==> src/rtl/fma_pkg.sv <==
// Shared definitions for the FMA request front end: command encoding and the
// command word presented to the fused multiply-add unit.
package fma_pkg;

    localparam logic CMD_S = 1'b0;
    localparam logic CMD_D = 1'b1;

    function automatic logic [31:0] cmd_word(input logic cmd);
        return {31'b0, cmd};
    endfunction

endpackage

==> src/rtl/fma_req_fifo.sv <==
// Request buffer: DEPTH-entry synchronous FIFO with wrap-around pointers and an
// occupancy count; storage is not reset, only the pointers and count are.
module fma_req_fifo #(
    parameter int DEPTH = 4,
    parameter int W     = 197
) (
    input  logic                     clk,
    input  logic                     reset,
    input  logic                     push,
    input  logic                     pop,
    input  logic [W-1:0]             wdata,
    output logic [W-1:0]             rdata,
    output logic [$clog2(DEPTH):0]   count
);

    localparam int AW = $clog2(DEPTH);
    localparam int CW = AW + 1;

    logic [W-1:0]  mem_q [DEPTH];
    logic [W-1:0]  mem_d [DEPTH];
    logic [AW-1:0] wr_q, wr_d;
    logic [AW-1:0] rd_q, rd_d;
    logic [CW-1:0] cnt_q, cnt_d;

    always_comb begin
        mem_d = mem_q;
        wr_d  = wr_q;
        rd_d  = rd_q;
        cnt_d = cnt_q;
        if (push) begin
            mem_d[wr_q] = wdata;
            wr_d        = wr_q + AW'(1);
        end
        if (pop) begin
            rd_d = rd_q + AW'(1);
        end
        case ({push, pop})
            2'b10:   cnt_d = cnt_q + CW'(1);
            2'b01:   cnt_d = cnt_q - CW'(1);
            default: cnt_d = cnt_q;
        endcase
    end

    always_ff @(posedge clk or negedge reset) begin
        if (!reset) begin
            wr_q  <= '0;
            rd_q  <= '0;
            cnt_q <= '0;
        end else begin
            wr_q  <= wr_d;
            rd_q  <= rd_d;
            cnt_q <= cnt_d;
        end
    end

    always_ff @(posedge clk) begin
        mem_q <= mem_d;
    end

    assign rdata = mem_q[rd_q];
    assign count = cnt_q;

endmodule

==> src/rtl/fma_issue.sv <==
// Front end of the shared FMA: buffers requests, issues them at the per-command
// initiation interval, and returns each result with its tag at the fixed latency.
module fma_issue
    import fma_pkg::*;
#(
    parameter int DEPTH = 4,
    parameter int TAG_W = 4,
    parameter int LAT_S = 4,
    parameter int LAT_D = 6,
    parameter int II_S  = 1,
    parameter int II_D  = 2
) (
    input  logic              clk,
    input  logic              reset,
    input  logic              in_valid,
    output logic              in_ready,
    input  logic              in_cmd,
    input  logic [TAG_W-1:0]  in_tag,
    input  logic [63:0]       in_x,
    input  logic [63:0]       in_y,
    input  logic [63:0]       in_z,
    output logic              req,
    output logic [31:0]       req_command,
    output logic [63:0]       x,
    output logic [63:0]       y,
    output logic [63:0]       z,
    input  logic [63:0]       rslt,
    input  logic [4:0]        flag,
    output logic              out_valid,
    output logic [TAG_W-1:0]  out_tag,
    output logic [63:0]       out_rslt,
    output logic [4:0]        out_flag
);

    localparam int CW    = $clog2(DEPTH) + 1;
    localparam int EW    = 1 + TAG_W + 192;
    localparam int IIW   = $clog2(((II_S > II_D) ? II_S : II_D) + 1);
    localparam int FW    = $clog2(LAT_D + 2) + 1;
    localparam int S_OFF = LAT_D - LAT_S;
    localparam logic [IIW-1:0] II_S_M1 = IIW'(II_S - 1);
    localparam logic [IIW-1:0] II_D_M1 = IIW'(II_D - 1);

    typedef struct packed {
        logic             valid;
        logic [TAG_W-1:0] tag;
        logic             cmd;
    } trk_t;

    logic [CW-1:0]    fifo_count;
    logic [EW-1:0]    fifo_rdata;
    logic             push, issue, capture;
    logic             head_cmd;
    logic [TAG_W-1:0] head_tag;
    logic [63:0]      head_x, head_y, head_z;

    logic             req_q, req_d;
    logic             cmd_q, cmd_d;
    logic [TAG_W-1:0] tag_q, tag_d;
    logic [63:0]      x_q, x_d, y_q, y_d, z_q, z_d;
    logic [IIW-1:0]   ii_q, ii_d;
    logic [FW-1:0]    inflight_q, inflight_d;
    trk_t [LAT_D-1:0] trk_q, trk_d;
    logic             out_valid_q, out_valid_d;
    logic [TAG_W-1:0] out_tag_q, out_tag_d;
    logic [63:0]      out_rslt_q, out_rslt_d;
    logic [4:0]       out_flag_q, out_flag_d;

    assign in_ready = (fifo_count < CW'(DEPTH));
    assign push     = in_valid && in_ready;
    assign {head_cmd, head_tag, head_x, head_y, head_z} = fifo_rdata;

    fma_req_fifo #(
        .DEPTH (DEPTH),
        .W     (EW)
    ) u_fifo (
        .clk   (clk),
        .reset (reset),
        .push  (push),
        .pop   (issue),
        .wdata ({in_cmd, in_tag, in_x, in_y, in_z}),
        .rdata (fifo_rdata),
        .count (fifo_count)
    );

    // A different command may only issue once the pipe is empty, since fma muxes
    // its result by the current command.
    always_comb begin
        issue = (fifo_count != '0) && (ii_q == '0) &&
                ((inflight_q == '0) || (head_cmd == cmd_q));
    end

    // Issue stage: register the request toward fma and reload the interval counter.
    always_comb begin
        req_d = issue;
        cmd_d = cmd_q;
        tag_d = tag_q;
        x_d   = x_q;
        y_d   = y_q;
        z_d   = z_q;
        ii_d  = (ii_q != '0) ? (ii_q - IIW'(1)) : ii_q;
        if (issue) begin
            cmd_d = head_cmd;
            tag_d = head_tag;
            x_d   = head_x;
            y_d   = head_y;
            z_d   = head_z;
            ii_d  = (head_cmd == CMD_D) ? II_D_M1 : II_S_M1;
        end
    end

    // Tracking stage: entries enter while req is on the bus, positioned so that
    // both commands reach the last stage in the cycle their result is valid.
    always_comb begin
        trk_d[0] = '0;
        for (int i = 1; i < LAT_D; i++) begin
            trk_d[i] = trk_q[i-1];
        end
        if (req_q) begin
            if (cmd_q == CMD_D) begin
                trk_d[0].valid = 1'b1;
                trk_d[0].tag   = tag_q;
                trk_d[0].cmd   = cmd_q;
            end else begin
                trk_d[S_OFF].valid = 1'b1;
                trk_d[S_OFF].tag   = tag_q;
                trk_d[S_OFF].cmd   = cmd_q;
            end
        end
    end

    // Result stage: capture rslt/flag as the tracked op leaves the last stage.
    always_comb begin
        capture     = trk_q[LAT_D-1].valid;
        inflight_d  = inflight_q + FW'(issue) - FW'(capture);
        out_valid_d = capture;
        out_tag_d   = out_tag_q;
        out_rslt_d  = out_rslt_q;
        out_flag_d  = out_flag_q;
        if (capture) begin
            out_tag_d  = trk_q[LAT_D-1].tag;
            out_rslt_d = (trk_q[LAT_D-1].cmd == CMD_S) ? {32'b0, rslt[31:0]} : rslt;
            out_flag_d = flag;
        end
    end

    always_ff @(posedge clk or negedge reset) begin
        if (!reset) begin
            req_q       <= 1'b0;
            cmd_q       <= CMD_S;
            tag_q       <= '0;
            x_q         <= '0;
            y_q         <= '0;
            z_q         <= '0;
            ii_q        <= '0;
            inflight_q  <= '0;
            trk_q       <= '0;
            out_valid_q <= 1'b0;
            out_tag_q   <= '0;
            out_rslt_q  <= '0;
            out_flag_q  <= '0;
        end else begin
            req_q       <= req_d;
            cmd_q       <= cmd_d;
            tag_q       <= tag_d;
            x_q         <= x_d;
            y_q         <= y_d;
            z_q         <= z_d;
            ii_q        <= ii_d;
            inflight_q  <= inflight_d;
            trk_q       <= trk_d;
            out_valid_q <= out_valid_d;
            out_tag_q   <= out_tag_d;
            out_rslt_q  <= out_rslt_d;
            out_flag_q  <= out_flag_d;
        end
    end

    assign req         = req_q;
    assign req_command = cmd_word(cmd_q);
    assign x           = x_q;
    assign y           = y_q;
    assign z           = z_q;
    assign out_valid   = out_valid_q;
    assign out_tag     = out_tag_q;
    assign out_rslt    = out_rslt_q;
    assign out_flag    = out_flag_q;

endmodule
==> config.mk <==
export PLATFORM = sky130hd
export DESIGN_NAME = fma_issue
export DESIGN_NICKNAME = d
export VERILOG_FILES = /design/src/rtl/fma_pkg.sv /design/src/rtl/fma_req_fifo.sv /design/src/rtl/fma_issue.sv
export SDC_FILE = /design/constraint.sdc
export NUM_CORES = 1
export LEC_CHECK = 0
export BUFFER_PORTS_ARGS = -buffer_cell sky130_fd_sc_hd__buf_2
export CORE_ASPECT_RATIO = 0.9
export CORE_MARGIN = 4
export CORE_UTILIZATION = 40
export DETAILED_ROUTE_END_ITERATION = 10
export PLACE_DENSITY = 0.55
export SLEW_MARGIN = 40
export SYNTH_ARGS = -nofsm -noshare
export SYNTH_HDL_FRONTEND = slang
export SYNTH_SLANG_ARGS = --single-unit
==> constraint.sdc <==
create_clock -name clk -period 6.9 [get_ports clk]
set_input_delay 0 -clock clk [delete_from_list [all_inputs] [get_ports clk]]
set_output_delay 0 -clock clk [all_outputs]
set_load 0.02 [all_outputs]
==> flow_metrics.tcl, run 1 <==
set metrics [dict create \
    numPortBuffers 537 \
    place_inst 3666 \
    fin_worst_skew_ns 0.0188 \
    min_period_over_period_pct 53.0 \
    drive_above_1_share_pct 37.6 \
    vias 20518 \
    antenna_found_initial 14 \
    clock_latency_ns 0.68 \
    max-vdd-ir-drop_mv 0.311 \
    power.share.clock_pct 27.1 \
    worst_ep_arrival_time_ns 4.22 \
    synth-edff-count 788 \
    grt_setup_unrepaired "no" \
    maxCapViolations 0 \
    ant_nets 0 \
    slowest_delay_ns 0.88 \
    gp_congestion 0.819 \
    async_reset_ff_share_pct 28.8 \
    r2r_start "u_fifo.rd_q[0]" \
    hold_viol_final 0 \
    start_util_pct 40.4 \
    crit_chain "mux4_2, xnor2_2, o21ai_4, buf_12, buf_16, buf_6, mux2_1" \
    first_pass_iters 5 \
    cts_buffer_depth 3 \
    crit_path_top_delay_cell "dfrtp_4" \
    cts_tree "yes" \
    drt-total-wl_um 92700 \
    worstSetupEndpointType "flop" \
    cts_hold_buf 278 \
    slew_violations 0 \
    clk_pin_slew_ns 0.06 \
    fin_crit_ns 3.66 \
    p_per_area_nw_per_um2 432 \
    core_um2 100000 \
    synthDistinctLibCells 38 \
    critical_path.max_fanout 73 \
    combinationalPowerShare_pct 30.0 \
    syn_avg_cell_area_um2 22.0 \
    area_growth_pct 26.9 \
    grt_use_total_pct 17.2 \
    final.setup.tns_ns 0 \
    tightest_slew_ns 0.873 \
    n_fill_cell 8108 \
    post_cts_resized 0 \
    startpoint "u_fifo.rd_q[0]" \
    row_count 110 \
    io_pins 569 \
    leakage_nw 19.3 \
    internal_power_mw 15.3 \
    reg2reg_depth 7 \
    dp_hpwl_um 53900 \
    cts_sinks 1107 \
    drt-initial-drc-count 1124 \
    drc 0 \
    hold_path.class "input pin to flop" \
    outcome "complete, no violations" \
    min_from "in_z[42]" \
    grt_pass1_vias 22315 \
    grt_overflow_total 0 \
    wire_per_inst_um 22.2 \
    dieArea_um2 106000 \
    syn_inst 1842 \
    cts_root_buf "clkbuf_16" \
    die_h_um 310 \
    min_delay_path_depth 2 \
    p_sw_mw 6.93 \
    ys_warn_count 0 \
    p_seq_share_pct 42.9 \
    switching_share_pct 31.2 \
    final_nets 2997 \
    yosysSeqAreaShare_pct 78.1 \
    start_kind "flop" \
    grt_pass1_wl_um 138000 \
    dominantRegCellSynth "edfxtp_1" \
    fin_cells 4169 \
    cts_max_level 3 \
    cts_setup_buffers 0 \
    grt_max_degree 110 \
    die_w_um 344 \
    synthesis.area_um2 40500 \
    cts_buffers 113 \
    setup_viol 0 \
    vias_per_cell 4.92 \
    ys_seq_elements 1107 \
    cp_data_required_time_ns 7.46 \
    crit_type "flop to flop" \
    clock.fmax_mhz 273 \
    worst_slew_margin_rel_pct 41.8 \
]
power by group through the flow:
stage,logic [mW],clock network [mW],registers (mW)
2_1_floorplan,3.70,0,10.4
3_3_place_gp,6.51,0,9.61
3_5_place_dp,6.70,0,9.67
4_1_cts,6.86,6.20,9.55
5_1_grt,7.20,6.50,9.67
6_report,6.66,6.01,9.51
sequential cells by signal, summed over array words and instances, names as in the netlist, 3 cells and up:
register      flops
inflight_q        4
out_flag          5
x                64
out_rslt         64
y                64
z                64
u_fifo.mem_q    788
trk_q            10
out_tag           4
trk_d            23
tag_q             4
u_fifo.count      3
per-stage QoR:
step | instance area, um2 | power, mW | utilization, % | hold WS (ns) | worst slack, ns
floorplan | 40600 | 14.1 | - | -0.296 | 1.08
global placement | 44600 | 16.1 | 44.5 | -0.0268 | 2.67
detailed placement | 44900 | 16.4 | 44.7 | -0.0238 | 2.95
finish | 51400 | 22.2 | 51.2 | 0.0687 | 3.24
global route | 51400 | 23.4 | 51.2 | 0.0316 | 2.97
CTS | 51400 | 22.6 | 51.2 | 0.00361 | 2.94
placed cells by master, fill, tap and decap left out, types with 31 or more instances in the layout:
| cell type | count |
|---|---|
| edfxtp_1 | 788 |
| conb_1 | 31 |
| nand3_1 | 34 |
| buf_2 | 536 |
| clkbuf_16 | 115 |
| dlygate4sd3_1 | 277 |
| o21ai_0 | 37 |
| dfrtp_1 | 315 |
| mux2_2 | 124 |
| mux4_2 | 197 |
| inv_1 | 50 |
| mux2_1 | 118 |
synthesized netlist by cell type (2+ instances only):
library cell,n,share of area (%)
and2_1,7,0.11
and3_1,5,0.077
buf_1,13,0.12
buf_2,10,0.12
buf_4,33,0.61
buf_6,13,0.36
clkbuf_1,46,0.43
dfrtp_1,319,20
edfxtp_1,788,58
fa_1,2,0.099
ha_1,11,0.34
inv_1,50,0.46
mux2_1,118,3.3
mux2_2,124,3.4
mux4_2,197,11
nand2_1,5,0.046
nand2b_1,2,0.031
nand3_1,34,0.42
nor2_1,2,0.019
o211ai_1,2,0.037
o21ai_0,37,0.46
o31ai_1,2,0.037
xnor2_1,5,0.11
xor2_1,3,0.065
cell families after synthesis:
kind of cell | after synthesis | synth area share (%)
and+or+nand+nor | 58 | 0.756
xor gates and xnor gates | 9 | 0.213
other | 1 | 0.00925
buffers and inverters | 165 | 2.11
muxes | 440 | 17.7
AOI/OAI and AO/OA | 49 | 0.695
DFF | 1107 | 78.1
adders and majority gates | 13 | 0.438
critical path: cells and delay by family (launching register included):
family	cells	cell delay, ns
mux	2	1.04
buf+inv	3	1.15
flops	1	0.88
xor+xnor	1	0.17
compound gates	1	0.18
area by class of cell:
class / count / area (um2) / area share, %
sequential: 1107 / 31700 / 61.6
antenna: 9 / 22.5 / 0.0438
multi-input combinational: 600 / 8160 / 15.9
inverter: 50 / 188 / 0.365
tap: 1344 / 1680 / 3.27
clock buffer: 155 / 3140 / 6.10
timing repair buffer: 843 / 6010 / 11.7
clock inverter: 61 / 561 / 1.09
final timing paths:
path	to	slack, ns
max	z[60]	3.24
min	u_fifo.mem_q[633]	0.07
max reg2reg	z[60]	3.24
min reg2reg	trk_q[30]	0.33
max in group asynchronous	u_fifo.rd_q[1]	5.61
min in group asynchronous	y[12]	0.47
layer usage:
metal  track usage (%)  vias up  routed length (um)  share of wire [%]
li1                  -     9038                   -                  -
met1              21.6    10776               37500                 40
met2              29.8      546               46900                 51
met3              4.76      148                6180                6.7
met4              4.28       10                2030                2.2
met5                 0        -                  69              0.074
Power figures use the tool's default switching activity.
==> run 2, diff against run 1 <==
--- a/config.mk
+++ b/config.mk
@@ -10,7 +10,7 @@
 export CORE_MARGIN = 4
 export CORE_UTILIZATION = 40
 export DETAILED_ROUTE_END_ITERATION = 10
-export PLACE_DENSITY = 0.55
+export PLACE_DENSITY = 0.57
 export SLEW_MARGIN = 40
 export SYNTH_ARGS = -nofsm -noshare
 export SYNTH_HDL_FRONTEND = slang
==> constraint.sdc (replaced) <==
create_clock -name clk -period 3 [get_ports clk]
set_input_delay 0 -clock clk [delete_from_list [all_inputs] [get_ports clk]]
set_output_delay 0 -clock clk [all_outputs]
set_load 0.02 [all_outputs]
==> run 2 against run 1 <==
Effect of this change:
- fmax increased by 34%
- utilization grew 0.35 points
- worst setup slack got worse by 3.0 ns
- via count decreased by 0.19%
- sequential power is 130% higher
- cell count is 0.41% higher
- non-clock buffer count up 23
- critical path depth shrank 1
- sequential share of layout area down 0.42 points
- first-iteration DRC count is 5.9% lower
- register-to-register slack worse by 3.0 ns
- global-route usage shrank 0.68 points
- critical path type unchanged
- critical endpoint is now z[1]
- largest cell class unchanged
==> flow_metrics.tcl, run 2 (synthesis gave the netlist of run 1 again) <==
set metrics [dict create \
    drt-initial-drc-count 1058 \
    drive_above_1_share_pct 38.9 \
    cts_root_buf "clkbuf_16" \
    ant_nets 0 \
    fin_worst_skew_ns 0.0273 \
    cts_buffer_depth 3 \
    drc 0 \
    start_util_pct 40.4 \
    min_period_over_period_pct 91.3 \
    crit_path_top_delay_cell "mux4_2" \
    die_h_um 310 \
    drt-total-wl_um 89000 \
    clk_pin_slew_ns 0.07 \
    worst_slew_margin_rel_pct 53.6 \
    place_inst 3693 \
    io_pins 569 \
    grt_overflow_total 0 \
    largest_register "u_fifo.mem_q" \
    post_cts_resized 0 \
    worstSetupEndpointType "flop" \
    whs_ns 0.0683 \
    placed_area_um2 45200 \
    core_um2 100000 \
    hold_path.class "input pin to flop" \
    worst_ep_arrival_time_ns 3.30 \
    die_w_um 344 \
    largest_reg_flops 788 \
    grt_use_total_pct 16.5 \
    tightest_slew_ns 0.696 \
    grt_pass1_wl_um 134000 \
    fin_crit_ns 2.74 \
    setup_slack_ns 0.262 \
    leakage_nw 19.5 \
    grt_max_degree 107 \
    setup_viol 0 \
    gp_congestion 0.833 \
    final_cell_mix "edfxtp_1 (788), buf_2 (536), dfrtp_1 (315), dlygate4sd3_1 (273), mux4_2 (197)" \
    mostFrequentLayoutCell "edfxtp_1" \
    cts_buffers 112 \
    hold_viol_final 0 \
    ff2ff_setup_slack_ns 0.26 \
    total_power_mw 51.4 \
    start_kind "flop" \
    place_ws_ns 0.217 \
    wire_per_inst_um 21.3 \
    dp_hpwl_um 54200 \
    outcome "complete, no violations" \
    slew_violations 0 \
    fin_cells 4186 \
    crit_chain "mux4_2, xnor2_2, o21ai_4, buf_12, buf_4, mux2_2" \
    final_nets 3019 \
    grt_setup_unrepaired "no" \
    row_count 110 \
    crit_type "flop to flop" \
    p_per_area_nw_per_um2 992 \
    cts_max_level 3 \
    vias_per_cell 4.89 \
    slowest_delay_ns 0.59 \
    cts_sinks 1107 \
    vias 20480 \
    clock.fmax_mhz 365 \
    grt_pass1_vias 22443 \
    cp_data_required_time_ns 3.56 \
    dieArea_um2 106000 \
    first_pass_iters 5 \
    clock_latency_ns 0.68 \
    cts_tree "yes" \
    maxCapViolations 0 \
    area_growth_pct 27.7 \
    final_cell_area_um2 51800 \
    numPortBuffers 537 \
    max-vdd-ir-drop_mv 0.639 \
    antenna_found_initial 10 \
    critical_path.max_fanout 47 \
]
[run 2: cell types whose count changed in the layout (fill, tap and decap cells not counted), moves of 2 or more]
cell / change
buf_12: +16
buf_16: -6
buf_4: +23
buf_6: -6
bufinv_16: +2
clkbuf_1: -3
clkbuf_8: +9
clkinv_1: -16
clkinv_2: +2
clkinvlp_4: +3
diode_2: -3
dlygate4sd3_1: -4
[run 2: worst max-delay path: cells and delay by family, from the launching register on]
| family | cells | cell delay (ns) |
|---|---|---|
| multiplexers | 2 | 0.97 |
| AO/OA/AOI/OAI | 1 | 0.16 |
| XOR/XNOR | 1 | 0.18 |
| buffers and inverters | 2 | 0.79 |
| flip-flops | 1 | 0.48 |
[run 2: repair_timing]
| item | CTS | global route |
|---|---|---|
| hold buffers | 274 | 0 |
| hold endpoints to repair | 1101 | 0 |
| setup buffers | 0 | 0 |
[run 2: worst paths after layout]
path | depth (start not counted) | end | startpoint
max in group asynchronous | 4 | u_fifo.rd_q[1] | reset
setup reg to reg | 6 | z[1] | u_fifo.rd_q[0]
min in group asynchronous | 4 | y[22] | reset
hold reg to reg | 0 | trk_q[10] | trk_d[10]
hold / removal | 2 | u_fifo.mem_q[406] | in_z[12]
setup / recovery | 6 | z[1] | u_fifo.rd_q[0]
[run 2: area by class of cell]
type,count,area (um2)
fill,8052,48600
sequential,1107,31700
multi-input combinational,600,8160
timing repair buffer,866,6230
clock buffer,160,3230
tap,1344,1680
clock inverter,53,613
inverter,50,188
antenna,6,15.0
[run 2: report_power, final]
part | switching [mW] | internal (mW) | total (mW)
clock | 5.67 | 8.44 | 14.1
combinational | 8.71 | 7.05 | 15.8
sequential | 1.39 | 20.1 | 21.5
[run 2: layer usage]
| metal | vias to the layer above | GRT usage (%) | wire length, um |
|---|---|---|---|
| li1 | 9053 | - | - |
| met3 | 148 | 4.46 | 5710 |
| met1 | 10714 | 20.6 | 35500 |
| met2 | 555 | 28.7 | 45500 |
| met4 | 10 | 4.54 | 2210 |
| met5 | - | 0 | 69 |
[run 2: stage by stage]
step | util (%) | setup TNS [ns]
final | 51.6 | 0
after global routing | 51.6 | 0
after CTS | 51.6 | 0
after detailed placement | 45.0 | 0
after global placement | 44.9 | 0
after floorplan | - | -485.86
